File: src/rtl/multicycle_controller_if.sv
// Control bundle between the multicycle controller and its datapath/memory.
// The controller owns the strobes. The datapath owns the IR contents and mem_ready.
interface multicycle_controller_if #(
    parameter int ALU_OP_W = 3
);
    // Memory handshake: mem_read/mem_write act as "valid" and stay high while
    // the controller waits. mem_ready is "ready". An access completes on the
    // cycle where a strobe and mem_ready are both high. mem_ready has no
    // meaning while neither strobe is high.
    logic [31:0]         instruction;
    logic                mem_ready;
    logic                mem_read;
    logic                mem_write;
    logic                i_or_d;
    logic                ir_write;
    logic                pc_write;
    logic                pc_write_cond;
    logic                branch_ne;
    logic [1:0]          pc_source;
    logic [1:0]          alu_src_b;
    logic [ALU_OP_W-1:0] alu_op;
    logic [1:0]          reg_dst;
    logic [1:0]          mem_to_reg;
    logic                reg_write;
    logic                illegal;
    logic                timeout;
    logic [2:0]          state;

    modport master (
        input  instruction, mem_ready,
        output mem_read, mem_write, i_or_d, ir_write, pc_write, pc_write_cond,
               branch_ne, pc_source, alu_src_b, alu_op, reg_dst, mem_to_reg,
               reg_write, illegal, timeout, state
    );

    modport slave (
        output instruction, mem_ready,
        input  mem_read, mem_write, i_or_d, ir_write, pc_write, pc_write_cond,
               branch_ne, pc_source, alu_src_b, alu_op, reg_dst, mem_to_reg,
               reg_write, illegal, timeout, state
    );
endinterface

File: src/rtl/multicycle_controller.sv
// Multicycle MIPS-style control FSM: FETCH/DECODE/EXEC/MEM/WB plus an absorbing TRAP.
// Optional macro MULTICYCLE_CONTROLLER_JAL_EN adds jal as a two-cycle jump-and-link.
module multicycle_controller #(
    parameter int ALU_OP_W  = 3,
    parameter int TIMEOUT_W = 4
) (
    input logic                    clk,
    input logic                    reset_n,
    multicycle_controller_if.master bus
);
    if (ALU_OP_W < 3) begin : gAluOpWidthCheck
        $error("multicycle_controller: ALU_OP_W must be at least 3");
    end

    typedef enum logic [2:0] {
        FETCH  = 3'd0,
        DECODE = 3'd1,
        EXEC   = 3'd2,
        MEM    = 3'd3,
        WB     = 3'd4,
        TRAP   = 3'd5
    } state_t;

    localparam logic [5:0] OP_R    = 6'b000000;
    localparam logic [5:0] OP_LW   = 6'b100011;
    localparam logic [5:0] OP_SW   = 6'b101011;
    localparam logic [5:0] OP_ADDI = 6'b001000;
    localparam logic [5:0] OP_ANDI = 6'b001100;
    localparam logic [5:0] OP_ORI  = 6'b001101;
    localparam logic [5:0] OP_BEQ  = 6'b000100;
    localparam logic [5:0] OP_BNE  = 6'b000101;
    localparam logic [5:0] OP_J    = 6'b000010;
    localparam logic [5:0] OP_JAL  = 6'b000011;

    // Count value at which one more idle wait cycle reaches 2^TIMEOUT_W-1.
    localparam logic [TIMEOUT_W-1:0] WAIT_LAST = TIMEOUT_W'((2 ** TIMEOUT_W) - 2);

    state_t               state;
    logic [5:0]           opcodeReg;
    logic [TIMEOUT_W-1:0] waitCount;
    logic                 illegalReg;
    logic                 timeoutReg;

    logic [5:0] decOp;
    logic       decExec;
    logic       decJump;
    logic       decJal;
    logic       memWaiting;
    logic       waitExpire;

    // The IR is loaded at the end of FETCH, so during DECODE the opcode is taken
    // straight from the instruction bus. It is latched for the later states.
    assign decOp = bus.instruction[31:26];

`ifdef MULTICYCLE_CONTROLLER_JAL_EN
    assign decJal = (decOp == OP_JAL);
`else
    assign decJal = 1'b0;
`endif

    assign decJump = (decOp == OP_J) || decJal;

    always_comb begin
        decExec = 1'b0;
        case (decOp)
            OP_R, OP_LW, OP_SW, OP_ADDI, OP_ANDI, OP_ORI, OP_BEQ, OP_BNE: decExec = 1'b1;
            default: decExec = 1'b0;
        endcase
    end

    assign memWaiting = ((state == FETCH) || (state == MEM)) && !bus.mem_ready;
    assign waitExpire = memWaiting && (waitCount == WAIT_LAST);

    always_ff @(posedge clk or negedge reset_n) begin
        if (!reset_n) begin
            state      <= FETCH;
            opcodeReg  <= '0;
            waitCount  <= '0;
            illegalReg <= 1'b0;
            timeoutReg <= 1'b0;
        end else begin
            case (state)
                FETCH: begin
                    if (bus.mem_ready) begin
                        state <= DECODE;
                    end else if (waitExpire) begin
                        state      <= TRAP;
                        timeoutReg <= 1'b1;
                    end
                end
                DECODE: begin
                    opcodeReg <= decOp;
                    if (decExec) begin
                        state <= EXEC;
                    end else if (decJump) begin
                        state <= FETCH;
                    end else begin
                        state      <= TRAP;
                        illegalReg <= 1'b1;
                    end
                end
                EXEC: begin
                    case (opcodeReg)
                        OP_LW, OP_SW:   state <= MEM;
                        OP_BEQ, OP_BNE: state <= FETCH;
                        default:        state <= WB;
                    endcase
                end
                MEM: begin
                    if (bus.mem_ready) begin
                        state <= (opcodeReg == OP_LW) ? WB : FETCH;
                    end else if (waitExpire) begin
                        state      <= TRAP;
                        timeoutReg <= 1'b1;
                    end
                end
                WB:      state <= FETCH;
                TRAP:    state <= TRAP;
                default: state <= TRAP;
            endcase

            // Any state change or completed access restarts the wait count.
            if (memWaiting && !waitExpire) begin
                waitCount <= waitCount + 1'b1;
            end else begin
                waitCount <= '0;
            end
        end
    end

    assign bus.state   = state;
    assign bus.illegal = illegalReg;
    assign bus.timeout = timeoutReg;

    always_comb begin
        bus.mem_read      = 1'b0;
        bus.mem_write     = 1'b0;
        bus.i_or_d        = 1'b0;
        bus.ir_write      = 1'b0;
        bus.pc_write      = 1'b0;
        bus.pc_write_cond = 1'b0;
        bus.branch_ne     = 1'b0;
        bus.pc_source     = 2'b00;
        bus.alu_src_b     = 2'b00;
        bus.alu_op        = '0;
        bus.reg_dst       = 2'b00;
        bus.mem_to_reg    = 2'b00;
        bus.reg_write     = 1'b0;
        // Strobes stay quiet for the whole reset, even though state reads FETCH.
        if (reset_n) begin
            case (state)
                FETCH: begin
                    bus.mem_read = 1'b1;
                    if (bus.mem_ready) begin
                        bus.ir_write  = 1'b1;
                        bus.pc_write  = 1'b1;
                        bus.alu_src_b = 2'b01;
                        bus.pc_source = 2'b00;
                    end
                end
                DECODE: begin
                    bus.alu_src_b = 2'b11;
                    if (decJump) begin
                        bus.pc_write  = 1'b1;
                        bus.pc_source = 2'b10;
                    end
                    if (decJal) begin
                        bus.reg_write  = 1'b1;
                        bus.reg_dst    = 2'b10;
                        bus.mem_to_reg = 2'b10;
                    end
                end
                EXEC: begin
                    case (opcodeReg)
                        OP_R: begin
                            bus.alu_op    = ALU_OP_W'(2);
                            bus.alu_src_b = 2'b00;
                        end
                        OP_LW, OP_SW, OP_ADDI: begin
                            bus.alu_op    = ALU_OP_W'(0);
                            bus.alu_src_b = 2'b10;
                        end
                        OP_ANDI: begin
                            bus.alu_op    = ALU_OP_W'(3);
                            bus.alu_src_b = 2'b10;
                        end
                        OP_ORI: begin
                            bus.alu_op    = ALU_OP_W'(4);
                            bus.alu_src_b = 2'b10;
                        end
                        OP_BEQ, OP_BNE: begin
                            bus.alu_op        = ALU_OP_W'(1);
                            bus.alu_src_b     = 2'b00;
                            bus.pc_write_cond = 1'b1;
                            bus.branch_ne     = opcodeReg[0];
                            bus.pc_source     = 2'b01;
                        end
                        default: ;
                    endcase
                end
                MEM: begin
                    bus.i_or_d    = 1'b1;
                    bus.mem_read  = (opcodeReg == OP_LW);
                    bus.mem_write = (opcodeReg == OP_SW);
                end
                WB: begin
                    bus.reg_write  = 1'b1;
                    bus.reg_dst    = (opcodeReg == OP_R)  ? 2'b01 : 2'b00;
                    bus.mem_to_reg = (opcodeReg == OP_LW) ? 2'b01 : 2'b00;
                end
                default: ;
            endcase
        end
    end
endmodule

File: src/flat_wrapper.sv
// flat-port wrapper written by rule: the top's interface ports become plain ports
module multicycle_controller_flat 
#(
    parameter int ALU_OP_W  = 3,
    parameter int TIMEOUT_W = 4
)
  (clk, reset_n, bus_instruction, bus_mem_ready, bus_mem_read, bus_mem_write, bus_i_or_d, bus_ir_write, bus_pc_write, bus_pc_write_cond, bus_branch_ne, bus_pc_source, bus_alu_src_b, bus_alu_op, bus_reg_dst, bus_mem_to_reg, bus_reg_write, bus_illegal, bus_timeout, bus_state);
  multicycle_controller_if #(.ALU_OP_W(ALU_OP_W)) bus_i ();
  input logic clk;
  input logic reset_n;
  input wire logic [$bits(bus_i.instruction)-1:0] bus_instruction;
  input wire logic [$bits(bus_i.mem_ready)-1:0] bus_mem_ready;
  output wire logic [$bits(bus_i.mem_read)-1:0] bus_mem_read;
  output wire logic [$bits(bus_i.mem_write)-1:0] bus_mem_write;
  output wire logic [$bits(bus_i.i_or_d)-1:0] bus_i_or_d;
  output wire logic [$bits(bus_i.ir_write)-1:0] bus_ir_write;
  output wire logic [$bits(bus_i.pc_write)-1:0] bus_pc_write;
  output wire logic [$bits(bus_i.pc_write_cond)-1:0] bus_pc_write_cond;
  output wire logic [$bits(bus_i.branch_ne)-1:0] bus_branch_ne;
  output wire logic [$bits(bus_i.pc_source)-1:0] bus_pc_source;
  output wire logic [$bits(bus_i.alu_src_b)-1:0] bus_alu_src_b;
  output wire logic [$bits(bus_i.alu_op)-1:0] bus_alu_op;
  output wire logic [$bits(bus_i.reg_dst)-1:0] bus_reg_dst;
  output wire logic [$bits(bus_i.mem_to_reg)-1:0] bus_mem_to_reg;
  output wire logic [$bits(bus_i.reg_write)-1:0] bus_reg_write;
  output wire logic [$bits(bus_i.illegal)-1:0] bus_illegal;
  output wire logic [$bits(bus_i.timeout)-1:0] bus_timeout;
  output wire logic [$bits(bus_i.state)-1:0] bus_state;
  assign bus_i.instruction = bus_instruction;
  assign bus_i.mem_ready = bus_mem_ready;
  assign bus_mem_read = bus_i.mem_read;
  assign bus_mem_write = bus_i.mem_write;
  assign bus_i_or_d = bus_i.i_or_d;
  assign bus_ir_write = bus_i.ir_write;
  assign bus_pc_write = bus_i.pc_write;
  assign bus_pc_write_cond = bus_i.pc_write_cond;
  assign bus_branch_ne = bus_i.branch_ne;
  assign bus_pc_source = bus_i.pc_source;
  assign bus_alu_src_b = bus_i.alu_src_b;
  assign bus_alu_op = bus_i.alu_op;
  assign bus_reg_dst = bus_i.reg_dst;
  assign bus_mem_to_reg = bus_i.mem_to_reg;
  assign bus_reg_write = bus_i.reg_write;
  assign bus_illegal = bus_i.illegal;
  assign bus_timeout = bus_i.timeout;
  assign bus_state = bus_i.state;
  multicycle_controller #(.ALU_OP_W(ALU_OP_W), .TIMEOUT_W(TIMEOUT_W)) u_core (.clk(clk), .reset_n(reset_n), .bus(bus_i));
endmodule
File: config.mk
export PLATFORM = sky130hd
export DESIGN_NAME = multicycle_controller_flat
export DESIGN_NICKNAME = d
export VERILOG_FILES = /design/src/rtl/multicycle_controller_if.sv /design/src/rtl/multicycle_controller.sv /design/src/flat_wrapper.sv
export SDC_FILE = /design/constraint.sdc
export NUM_CORES = 1
export LEC_CHECK = 0
export CAP_MARGIN = 20
export CORE_MARGIN = 2
export CORE_UTILIZATION = 37
export DETAILED_ROUTE_END_ITERATION = 6
export PLACE_DENSITY_LB_ADDON = 0.2
export REMOVE_ABC_BUFFERS = 1
export SETUP_SLACK_MARGIN = 0.05
export SLEW_MARGIN = 25
export SYNTH_ARGS = -nofsm -noshare
export SYNTH_HDL_FRONTEND = slang
export SYNTH_SLANG_ARGS = --single-unit
export TNS_END_PERCENT = 100
File: constraint.sdc
create_clock -name clk -period 2.78 [get_ports clk]
set_input_delay 0.695 -clock clk [delete_from_list [all_inputs] [get_ports clk]]
set_output_delay 0.695 -clock clk [all_outputs]
set_load 0.02 [all_outputs]
==> out/qor.txt <==
Min-delay src -> u_core.bus.illegal
Post-synthesis sequential area ratio -> 37.17%
CP max FO -> 4
Yosys top cell by area -> dfrtp_1
CP cell instances -> or4b_4 > or4_4 > nor2_4 > and2_4 > buf_6
Most used DFF post-synth -> dfrtp_1
Worst r2r dst -> u_core.bus.state[2]
Maxcap violations -> 0
Simple-gate share of the synthesized area -> 32.22%
Share of the synthesized area in the top cell type -> 37.17%
P&R area growth vs syn -> 45.60%
Final WL -> 2604 µm
Chip Height -> 56.24 µm
Reg2reg path depth -> 5
Complex-gate fraction of the synthesized area -> 12.52%
Fin Setup TNS -> 0 ns
FF-to-FF setup slack -> 1.09 ns
Final antenna-violating net count -> 0
Num CTS Buffers -> 3
Hold endpoint -> u_core.bus.illegal
Routed len/inst -> 13.22 µm
Worst skew pair latency -> 0.28 ns
Max VDD drop -> 428.3 µV
Commonest non-fill, non-tap cell in the layout -> buf_4
Critical Path Source Type -> register
Final Hold Violating Endpoints -> 0
Total track usage -> 18.04%
Fin nets -> 205
Hold depth -> 1
Number of synthesized flops with an enable pin -> 0
Largest net degree at the start of global routing -> 15
CTS tree -> built
Io pins -> 59
Commonest non-fill, non-tap cells in the layout -> buf_4, nor2_1, dfrtp_1
# DRC -> 0
Setup crit end kind -> output pin
Core ar. -> 0.002522 mm²
P per Cell Area -> 714.6 mW/mm²
Vias in the first global route -> 1052
HP Class -> register to register
Leakage -> 0.6948 nW
GRT overflow -> 0
Vias -> 1021
Ys Warns -> 0
RSZ-0062 raised after global routing -> true
Syn_area_per_cell -> 8.704 µm²
Main combinational cell family by area after synthesis -> simple AND/OR/NAND/NOR gates
Initial antenna violation count -> 0
Synth area leaders -> dfrtp_1, mux2_2, nor2_1
Hold buffers post-CTS -> 0
Die W -> 56.24 µm
Mapped Cells -> 116
Final Max Tran Viols -> 0
Rows -> 18
Synthesized flop and latch total -> 15
Global-route wire length before repair -> 4540 µm
Post-route minimum period -> 2.717 ns
Starting density of the core -> 40.03%
Synth Cell Area -> 0.001010 mm²
Status -> complete, no violations
CP max-delay cell -> or4b_4
Req. time, crit path -> 2.09 ns
Iter 0 DRT Violations -> 21
CP peak stage delay -> 0.54 ns
Clock skew -> 0.007216 ns
Buffers on Ports -> 30
Post-synthesis xor/xnor area fraction -> 2.602%
Pwr Total -> 1.051 mW
Clock Path Buffers -> 2
Fraction of layout cells with a size suffix above 1 -> 31.14%
Gp weighted congestion -> 0.8451
Crit Path Category -> register to output pin
CTS clk-pin slew, worst paths -> 0.10 ns
Root buf cell -> clkbuf_4
Post-synthesis async set-or-reset flop share -> 100.0%
Post-synth cell types -> 40
Multiplexer share of the synthesized area -> 6.691%
DRT Pass-1 Iters -> 4
Vias per cell -> 5.183
Clk sinks -> 15
# setup viols final -> 0
Critical Path AT -> 2.02 ns
Die area -> 0.003163 mm²
Post-DP HPWL -> 2123 µm
H-Tree Depth -> 1
Inserted Diodes -> 0
Fmax -> 368.0 MHz
Reg2reg start -> u_core.opcodeReg[2]
Final period util -> 97.74%
Post-Synth Adder-Cell Area -> 2.478%
-- logic make-up after synthesis --
logic type      after synthesis
xor+xnor                      3
flops                        15
mux                           6
simple gates                 58
fa+ha+maj                     2
buf+inv                      12
compound gates               19
other cells                   1
-- state kept, by name (all words and copies together) (netlist names) --
signal / cells
u_core.bus.illegal: 1
u_core.bus.state: 3
u_core.bus.timeout: 1
u_core.opcodeReg: 6
u_core.waitCount: 4
-- metrics by stage --
stage          setup slack [ns]  util (%)  hold slack [ns]  std cells  area, µm²
2_1_floorplan            0.2564         -           0.3994        111      975.9
3_3_place_gp            -0.6348     58.63           0.4455        193       1479
3_5_place_dp            -0.6293     58.63           0.4469        193       1479
4_1_cts                 0.04868     58.58           0.4745        197       1478
5_1_grt                -0.01268     58.28           0.4916        197       1470
6_report                0.06295     58.28           0.4722        197       1470
-- timing repair --
action,CTS,global route
endpoints found under the setup margin,17,9
pin swaps,1,0
hold endpoints to repair,0,0
setup buffers,0,0
cloned,0,0
gates resized for setup,46,15
-- routing by layer --
metal	global-route usage, %	wire, µm
met4	6.463	21
met3	3.256	127
met5	0	0
met2	32.94	1299
met1	20.77	1157
-- worst max-delay path by stage --
stage,start,endpoint,slack [ns],depth (start not counted)
after floorplan,u_core.opcodeReg[4],bus_branch_ne,0.26,4
after global placement,reset_n,bus_branch_ne,-0.63,6
after detailed placement,reset_n,bus_branch_ne,-0.63,6
after CTS,u_core.opcodeReg[1],bus_branch_ne,0.05,5
after global routing,u_core.opcodeReg[1],bus_branch_ne,-0.01,5
final,u_core.opcodeReg[1],bus_branch_ne,0.06,5
-- synthesized netlist by cell type (2+ instances only) --
cell,n
buf_4,2
mux2_2,6
and3_1,2
nor4b_1,2
ha_1,2
a21oi_1,5
nand3_1,3
o21ai_0,4
a21o_1,2
xor2_1,2
nand4b_1,3
dfrtp_1,15
o221ai_1,2
or4_1,2
nand2_1,10
nor2_1,17
inv_1,6
clkbuf_1,3
nand2b_1,6
nor3_1,2
-- power by group --
| group | internal, mW | total, mW | switching (mW) |
|---|---|---|---|
| clock | 0.0533 | 0.126 | 0.0727 |
| combinational | 0.275 | 0.561 | 0.286 |
| sequential | 0.284 | 0.363 | 0.0795 |
| total | 0.612 | 1.05 | 0.438 |
-- worst max-delay path, delay by kind of cell (launching register included) --
kind / cells / cell delay [ns]
AND/OR/NAND/NOR: 4 / 1.25
flip-flops: 1 / 0.39
buffers and inverters: 1 / 0.11
-- final cells by class --
class                           count  area [µm²]
Clock inverter                      1       5.005
Sequential cell                    15       375.4
Fill cell                         247        1052
Multi-Input combinational cell     90       591.8
Clock buffer                        3       22.52
Timing Repair Buffer               52       415.4
Inverter                            6       22.52
Tap cell                           30       37.54
Note: power is estimated with default switching activity, not from simulation.
